**src/rtl/gnr_pkg.sv**
```systemverilog
// gnr_pkg: shared types and defaults for the GRN attractor sequencer
package gnr_pkg;
  localparam int DEF_CNT_W = 16;
  localparam logic [2:0] S_IDLE  = 3'd0;
  localparam logic [2:0] S_LOAD  = 3'd1;
  localparam logic [2:0] S_STEP  = 3'd2;
  localparam logic [2:0] S_CMP   = 3'd3;
  localparam logic [2:0] S_PSTEP = 3'd4;
  localparam logic [2:0] S_PCMP  = 3'd5;
  localparam logic [2:0] S_DONE  = 3'd6;
  typedef enum logic [2:0] {
    IDLE  = S_IDLE,
    LOAD  = S_LOAD,
    STEP  = S_STEP,
    CMP   = S_CMP,
    PSTEP = S_PSTEP,
    PCMP  = S_PCMP,
    DONE  = S_DONE
  } state_e;
endpackage

```
**src/rtl/gnr_step_cnt.sv**
```systemverilog
// gnr_step_cnt: saturating step counter with clear and budget-reached flag
module gnr_step_cnt #(
  parameter int CNT_W     = 16,
  parameter int MAX_STEPS = 1000
) (
  input  logic             clk,
  input  logic             rst,
  input  logic             clr_i,
  input  logic             inc_i,
  output logic [CNT_W-1:0] cnt_o,
  output logic             at_max_o
);
  logic [CNT_W-1:0] cnt_q;
  always_ff @(posedge clk or posedge rst) begin
    if (rst) cnt_q <= '0;
    else if (clr_i) cnt_q <= '0;
    else if (inc_i && !at_max_o) cnt_q <= cnt_q + CNT_W'(1);
  end
  assign cnt_o    = cnt_q;
  assign at_max_o = cnt_q == CNT_W'(MAX_STEPS);
endmodule

```
**src/rtl/gnr_attractor_ctrl.sv**
```systemverilog
// gnr_attractor_ctrl: Floyd tortoise/hare sequencer finding the attractor of a GRN node array
module gnr_attractor_ctrl
  import gnr_pkg::*;
#(
  parameter int N_NODES   = 16,
  parameter int CNT_W     = DEF_CNT_W,
  parameter int MAX_STEPS = 1000
) (
  input  logic               clk,
  input  logic               rst,
  input  logic               start,
  input  logic [N_NODES-1:0] seed,
  input  logic [N_NODES-1:0] s0_vec,
  input  logic [N_NODES-1:0] s1_vec,
  output logic               reset_nos,
  output logic               start_s0,
  output logic               start_s1,
  output logic [N_NODES-1:0] init_state,
  output logic               busy,
  output logic               done,
  output logic               timeout,
  output logic [CNT_W-1:0]   meet_steps,
  output logic [CNT_W-1:0]   period
);
  state_e             state_q;
  logic               reset_nos_q, start_s0_q, start_s1_q, busy_q, done_q, timeout_q;
  logic [N_NODES-1:0] init_q;
  logic [CNT_W-1:0]   meet_q, period_q, k_cnt, p_cnt;
  logic               eq, go, k_inc, p_inc, k_max, p_max;
  assign eq    = s0_vec == s1_vec;
  assign go    = state_q == IDLE && start;
  // counters advance on entry to STEP/PSTEP so they hold the current index in STEP/CMP and PSTEP/PCMP
  assign k_inc = state_q == LOAD || (state_q == CMP && !eq && !k_max);
  assign p_inc = (state_q == CMP && eq) || (state_q == PCMP && !eq && !p_max);
  gnr_step_cnt #(.CNT_W(CNT_W), .MAX_STEPS(MAX_STEPS)) u_k_cnt (
    .clk(clk), .rst(rst), .clr_i(go), .inc_i(k_inc), .cnt_o(k_cnt), .at_max_o(k_max)
  );
  gnr_step_cnt #(.CNT_W(CNT_W), .MAX_STEPS(MAX_STEPS)) u_p_cnt (
    .clk(clk), .rst(rst), .clr_i(go), .inc_i(p_inc), .cnt_o(p_cnt), .at_max_o(p_max)
  );
  always_ff @(posedge clk or posedge rst) begin
    if (rst) begin
      state_q     <= IDLE;
      reset_nos_q <= 1'b0;
      start_s0_q  <= 1'b0;
      start_s1_q  <= 1'b0;
      busy_q      <= 1'b0;
      done_q      <= 1'b0;
      timeout_q   <= 1'b0;
      init_q      <= '0;
      meet_q      <= '0;
      period_q    <= '0;
    end else begin
      reset_nos_q <= 1'b0;
      start_s0_q  <= 1'b0;
      start_s1_q  <= 1'b0;
      done_q      <= 1'b0;
      case (state_q)
        IDLE: if (start) begin
          state_q     <= LOAD;
          init_q      <= seed;
          busy_q      <= 1'b1;
          reset_nos_q <= 1'b1;
          timeout_q   <= 1'b0;
          meet_q      <= '0;
          period_q    <= '0;
        end
        LOAD: begin
          state_q    <= STEP;
          start_s1_q <= 1'b1;
        end
        STEP:  state_q <= CMP;
        CMP: if (eq) begin
          meet_q     <= k_cnt;
          state_q    <= PSTEP;
          start_s1_q <= 1'b1;
        end else if (k_max) begin
          timeout_q <= 1'b1;
          period_q  <= '0;
          done_q    <= 1'b1;
          state_q   <= DONE;
        end else begin
          // tortoise only starts moving from step 2 so it lags the hare
          state_q    <= STEP;
          start_s1_q <= 1'b1;
          start_s0_q <= 1'b1;
        end
        PSTEP: state_q <= PCMP;
        PCMP: if (eq) begin
          period_q <= p_cnt;
          done_q   <= 1'b1;
          state_q  <= DONE;
        end else if (p_max) begin
          timeout_q <= 1'b1;
          period_q  <= '0;
          done_q    <= 1'b1;
          state_q   <= DONE;
        end else begin
          state_q    <= PSTEP;
          start_s1_q <= 1'b1;
        end
        DONE: begin
          state_q <= IDLE;
          busy_q  <= 1'b0;
        end
        default: state_q <= IDLE;
      endcase
    end
  end
  assign reset_nos  = reset_nos_q;
  assign start_s0   = start_s0_q;
  assign start_s1   = start_s1_q;
  assign init_state = init_q;
  assign busy       = busy_q;
  assign done       = done_q;
  assign timeout    = timeout_q;
  assign meet_steps = meet_q;
  assign period     = period_q;
endmodule

```
**config.mk**
```make
export PLATFORM = sky130hd
export DESIGN_NAME = gnr_attractor_ctrl
export DESIGN_NICKNAME = d
export VERILOG_FILES = /design/src/rtl/gnr_pkg.sv /design/src/rtl/gnr_step_cnt.sv /design/src/rtl/gnr_attractor_ctrl.sv
export SDC_FILE = /design/constraint.sdc
export NUM_CORES = 1
export LEC_CHECK = 0
export ABC_AREA = 1
export CAP_MARGIN = 5
export CORE_MARGIN = 2
export CORE_UTILIZATION = 35
export CTS_BUF_LIST = sky130_fd_sc_hd__clkbuf_8
export DETAILED_ROUTE_END_ITERATION = 6
export GPL_ROUTABILITY_DRIVEN = 0
export GPL_TIMING_DRIVEN = 0
export SLEW_MARGIN = 10
export SYNTH_ARGS = -nofsm -noshare
export SYNTH_HDL_FRONTEND = slang
export SYNTH_SLANG_ARGS = --single-unit
export TNS_END_PERCENT = 5
```
**constraint.sdc**
```tcl
create_clock -name clk -period 4 [get_ports clk]
set_input_delay 0.8 -clock clk [delete_from_list [all_inputs] [get_ports clk]]
set_output_delay 0.8 -clock clk [all_outputs]
set_load 0.02 [all_outputs]
```
# Word level (Yosys, flattened, before mapping)
# Index checks and enable logic that the tools add are counted.
[op_classes]
n_addsub = 2
n_eq_ne = 16
n_mux = 40
n_reduce_logical = 24
[op_table]
columns = ["cell", "n"]
rows = [
  ["16-bit 2-to-1 mux", 10],
  ["16-bit one-hot mux with 3 select lines", 1],
  ["16-bit by 1-bit adder with 16-bit output (second input constant)", 2],
  ["16-bit by 10-bit == test with 1-bit output (second input constant)", 2],
  ["16-bit one-hot mux with 2 select lines", 1],
  ["1-bit 2-to-1 mux", 18],
  ["3-bit one-hot mux with 6 select lines", 1],
  ["16-bit == test", 1],
  ["3-bit == test (second input constant)", 3],
  ["3-bit 2-to-1 mux", 3],
  ["1-bit logical AND", 8],
  ["2-bit != test (second input constant)", 4],
  ["2-bit nonzero test", 4],
  ["3-bit by 2-bit == test with 1-bit output (second input constant)", 2],
  ["1-bit one-hot mux with 3 select lines", 2],
  ["6-bit AND reduction", 1],
  ["5-bit AND reduction", 1],
  ["2-bit 2-to-1 mux", 2],
  ["2-bit by 1-bit != test with 1-bit output (second input constant)", 2],
  ["1-bit one-hot mux with 2 select lines", 2],
  ["2-bit AND reduction", 2],
  ["3-bit by 1-bit == test with 1-bit output (second input constant)", 1],
  ["1-bit logical NOT", 3],
  ["3-bit logical NOT", 1],
  ["4 further kinds", 5],
]
[totals]
regBits = 89
input_bits = 51
elab_cells = 94

# Longest topological paths before layout
[logic_depth]
word_depth = 8
ltp_mapped = 13
ltp_nobuf = 12

# Hierarchy
# A second synthesis with hierarchy kept.
[hier_totals]
hier_cells = 708
hier_area_um2 = 4959.8
[by_module_without_submodules]
columns = ["module", "n_inst", "cells_each", "area_per_inst_um2", "seq_area_each_um2"]
rows = [
  ["gnr_attractor_ctrl", 1, 354, 2680.1, 1426.4],
  ["gnr_step_cnt", 2, 177, 1139.8, 400.4],
]

# Worst setup path before layout
# OpenSTA, ideal clock, no wires.
[synth_timing]
path_kind = "input to register"
start = "in s1_vec[6]"
end = "reg u_k_cnt.cnt_q[15], in the netlist u_k_cnt.cnt_o[15]"
setup_time_ns = 0.118
t_arrival_ns = 1.873
required_ns = 3.882
path_slack_ns = 2.009
path_stages = 11
path_buffers = 1
cell_sequence = "nor2_1 nor2_1 nor2_1 nand2_1 nor2_2 nand2_2 nand2_2 nand2_4 buf_6 nand3_1 nand2_1"
[synth_via]
elab_chain_len = 7
[synth_lines]
columns = ["element", "line_no", "text"]
rows = [
  ["from (decl)", "gnr_attractor_ctrl.sv:14", "input logic [N_NODES-1:0] s1_vec,"],
  ["16-bit == test", "gnr_attractor_ctrl.sv:30", "assign eq = s0_vec == s1_vec;"],
  ["1-bit logical NOT", "gnr_attractor_ctrl.sv:33", "assign k_inc = state_q == LOAD || (state_q == CMP && !eq && !k_max);"],
  ["1-bit logical AND (2 in series)", "gnr_attractor_ctrl.sv:33", ""],
  ["1-bit logical OR", "gnr_attractor_ctrl.sv:33", ""],
  ["1-bit logical AND", "gnr_step_cnt.sv:17", "else if (inc_i && !at_max_o) cnt_q <= cnt_q + CNT_W'(1);"],
  ["2-bit nonzero test (no source line)", "--", ""],
  ["to (signal assigned)", "gnr_step_cnt.sv:17", ""],
  ["to (decl)", "gnr_step_cnt.sv:13", "logic [CNT_W-1:0] cnt_q;"],
]
# No other way between the ends.
# A chain may end at the register's enable or synchronous reset.

# Worst setup path in the final report
[layout_timing]
start = "in s0_vec[14]"
end = "reg meet_q[12], in the netlist meet_steps[12]"
[layout_via]
elab_chain_len = 3
[layout_lines]
columns = ["element", "line_no", "text"]
rows = [
  ["from (decl)", "gnr_attractor_ctrl.sv:13", "input logic [N_NODES-1:0] s0_vec,"],
  ["16-bit == test", "gnr_attractor_ctrl.sv:30", ""],
  ["2-bit != test (no source line)", "--", ""],
  ["3-bit AND reduction (no source line)", "--", ""],
  ["to (signal assigned)", "gnr_attractor_ctrl.sv:74", "meet_q <= k_cnt;"],
  ["to (decl)", "gnr_attractor_ctrl.sv:28", "logic [CNT_W-1:0] meet_q, period_q, k_cnt, p_cnt;"],
]
# No other way between the ends.

==> flow_summary.yaml <==
run_status:
  outcome: "finished clean"
yosys:
  synthAdderAreaFrac: 0.0104
  synth_nets: 697
  synth_top_area_share: 0.461
  avgSynthCellArea_um2: 7.52
  ys_ff_latch: 89
  synth_cells: 642
  synthesis.area_mm2: 0.00483
  ys_types: 30
  ys_warn_count: 0
  ys_seq_area_frac: 0.461
  synth_xor_area_frac: 0.0508
  post_synth_and_or_nand_nor_area_fraction: 0.362
  synth_compound_area_frac: 0.0376
  synth_top_family_by_area: "simple AND/OR/NAND/NOR gates"
  ys_top_cells_by_area: "dfrtp_1 46%, nand2_1 19%, nand3_1 5.2%"
  synthMuxAreaShare: 0
  synth_top_cell_by_area: "dfrtp_1"
clock_network:
  post-cts-setup-buffer-count: 0
  cts.path.max_buffers: 2
  clk_latency_ns: 0.36
  cts_hold_buf: 0
  cts_tree: "built"
  cts_made_buffers: 9
  htreeDepth: 3
  clock_sinks: 89
  cts_root_buf: "clkbuf_8"
  post_cts_resized: 0
  clk_pin_slew_ns: 0.09
timing:
  tns_ns: 0
  finalSetupViolCount: 0
  postLayoutSetupSlackWorst_ns: 1.60
  layout_min_cycle_time_ns: 2.40
  tightest_slew_ns: 0.532
  finClkSkew_ns: 0.00611
  rsz0062_at_grt: "false"
  slew_viol_final: 0
  fmax_mhz: 417
  slew_headroom: 0.645
  finalHoldViolCount: 0
  period_share: 0.599
global_route:
  overflow: 0
  grt_start_max_net_pins: 62
  grtUsageTotal: 0.168
  antenna_found_initial: 0
  grt_pass1_wl_um: 20000
  grt_pass1_vias: 4325
floorplanning:
  die_y_um: 121
  rows: 42
  initial_core_util: 0.362
  dieArea_mm2: 0.0147
  core_area_mm2: 0.0133
  die_w_um: 121
  ios: 105
place:
  pre_cts_ws_ns: 1.22
  io_buffers: 104
  place_area_mm2: 0.00612
  hpwl_um: 8940
setup_path:
  r2r_start: "u_k_cnt.cnt_o[0]"
  path_max_fanout: 10
  worstPathRequired_ns: 4.25
  r2r-end: "period[3]"
  start_kind: "primary input"
  r2r_setup_slack_ns: 1.95
  cp_slowest_stage_delay_ns: 0.49
  cp_cell_sequence: "clkdlybuf4s50_1, inv_1, nand2_1, nand2_1, nor2_1, nand2_1, nor2_2, nand2_2, nand2_1, nand2_1, buf_2, nand2_1, o21ai_1"
  critPathArrivalTime_ns: 2.65
  r2r_cells: 12
  path_common_cell: "nand2_1"
  path_class: "primary input to register"
  critPathSlowestCell: "clkdlybuf4s50_1"
  crit_path_end_kind: "register"
power:
  swShare: 0.388
  ir_worst_vdd_mv: 0.223
  pwr-share-clk: 0.231
  p_seq_frac: 0.363
  p_per_area_mw_per_mm2: 522
  p_leak_nw: 3.18
  p_sw_w: 0.00129
  p_int_w: 0.00204
  combPwrFrac: 0.406
  power_w: 0.00333
cells_and_area:
  syn_to_final_growth_pct: 32.0
  multi_input_area_mm2: 0.00222
  drive_gt1_frac: 0.0799
  nNetsFinal: 813
  n_antenna_cell: 0
  final.fill_count: 1351
  stdcell_area_mm2: 0.00637
  seq_area_mm2: 0.00223
drt:
  via_count: 4366
  drtPass1Iterations: 5
  drc: 0
  avgRoutedWirePerCell_um: 12.5
  drt_iter0_markers: 235
  via_per_inst: 4.65
  wl_um: 11700
  ant_nets: 0
flow_run:
  cap_violations: 0
min_path:
  hold_class: "register to register"
  min_from: "period[15]"
  hold-path-endpoint: "period[15]"
  hold_path_depth: 2
==> layout make-up <==
class                   instances  area share
clock buffers                  11      0.0238
flip-flops and latches         89       0.350
repair buffers                105       0.168
well taps                     176      0.0346
multi-input cells             463       0.349
clock inverters                 5      0.0161
plain buffers                  21      0.0185
inverters                      69      0.0410
==> layout by cell type (no fill, tap or decap), drive strengths merged <==
master / synthesis / layout
xnor2: 2 / 2
nor2: 66 / 66
nand4: 20 / 20
nand3: 54 / 54
nand2: 245 / 245
clkbuf: 5 / 16
dfrtp: 89 / 89
nand3b: 1 / 1
nor3: 11 / 11
a21oi: 3 / 3
buf: 16 / 17
clkinv: 3 / 4
inv: 66 / 67
clkdlybuf4s50: 0 / 104
ha: 4 / 4
bufinv: 0 / 3
o21ai: 31 / 31
xor2: 26 / 26
==> state kept, by name (all words and copies together) (netlist names) <==
name and flops:
start_s0 1, start_s1 1, done 1, meet_steps 16, reset_nos 1, init_state 16
u_p_cnt.cnt_o 16, u_k_cnt.cnt_o 16, state_q 3, busy 1, timeout 1, period 16
==> worst max-delay path by stage <==
| stage | from | endpoint | slack [ns] |
|---|---|---|---|
| 3_3_place_gp | rst | init_state[6] | -0.50 |
| 5_1_grt | s1_vec[2] | meet_steps[15] | 1.38 |
| 6_report | s0_vec[14] | meet_steps[12] | 1.60 |
| 4_1_cts | s0_vec[14] | period[9] | 1.61 |
| 3_5_place_dp | s0_vec[14] | meet_steps[12] | 1.22 |
| 2_1_floorplan | rst | busy | 0.89 |
==> power by group through the flow <==
stage | Combinational, W | Clock, W | Sequential (W)
6_report | 0.00135 | 0.000767 | 0.00121
5_1_grt | 0.00150 | 0.000834 | 0.00123
3_3_place_gp | 0.00133 | 0 | 0.00122
3_5_place_dp | 0.00136 | 0 | 0.00122
2_1_floorplan | 0.000713 | 0 | 0.00134
4_1_cts | 0.00137 | 0.000793 | 0.00121
==> kinds of logic (layout without fill, tap and decap cells) <==
logic type / after synthesis / after routing
AOI/OAI and AO/OA: 34 / 34
xor gates and xnor gates: 28 / 28
adders and majority gates: 4 / 4
DFF: 89 / 89
and+or+nand+nor: 397 / 397
buffers and inverters: 90 / 211
==> through the flow <==
stage	util	instances	hold WS (ns)
finish	0.477	939	0.475
global route	0.477	939	0.501
CTS	0.477	939	0.481
detailed placement	0.458	923	0.459
global placement	0.456	922	0.454
floorplan	-	642	0.485
==> critical path: cells and delay by family <==
kind	cells	cell delay, ns
AO/OA/AOI/OAI	1	0.06
AND/OR/NAND/NOR	9	1.01
buffers and inverters	3	0.77
==> layer usage <==
layer	global-route usage	vias up	part of all wire
met5	0	-	0
met1	0.228	1991	0.48
met4	0.0524	0	0.013
met2	0.264	125	0.44
li1	-	2238	-
met3	0.0437	12	0.067
==> synthesized netlist by cell type <==
| cell type | number |
|---|---|
| nand2_4 | 2 |
| nand2_1 | 238 |
| xnor2_1 | 2 |
| nor3_2 | 2 |
| ha_1 | 4 |
| nand4_1 | 20 |
| nand2_2 | 3 |
| dfrtp_1 | 89 |
| o21ai_0 | 3 |
| nor3_1 | 8 |
| clkbuf_1 | 5 |
| nor2_1 | 62 |
| buf_6 | 2 |
| nand3b_1 | 1 |
| nand3_1 | 50 |
| nor3_4 | 1 |
| o21ai_1 | 28 |
| inv_1 | 54 |
| buf_1 | 3 |
| nor2_2 | 4 |
| xor2_1 | 26 |
| clkinv_1 | 3 |
| nand3_4 | 2 |
| nand3_2 | 2 |
| a21oi_4 | 1 |
| buf_8 | 1 |
| buf_2 | 10 |
| inv_2 | 12 |
| nand2_8 | 2 |
| a21oi_1 | 2 |
No activity file was read; power rests on OpenSTA's default activity.
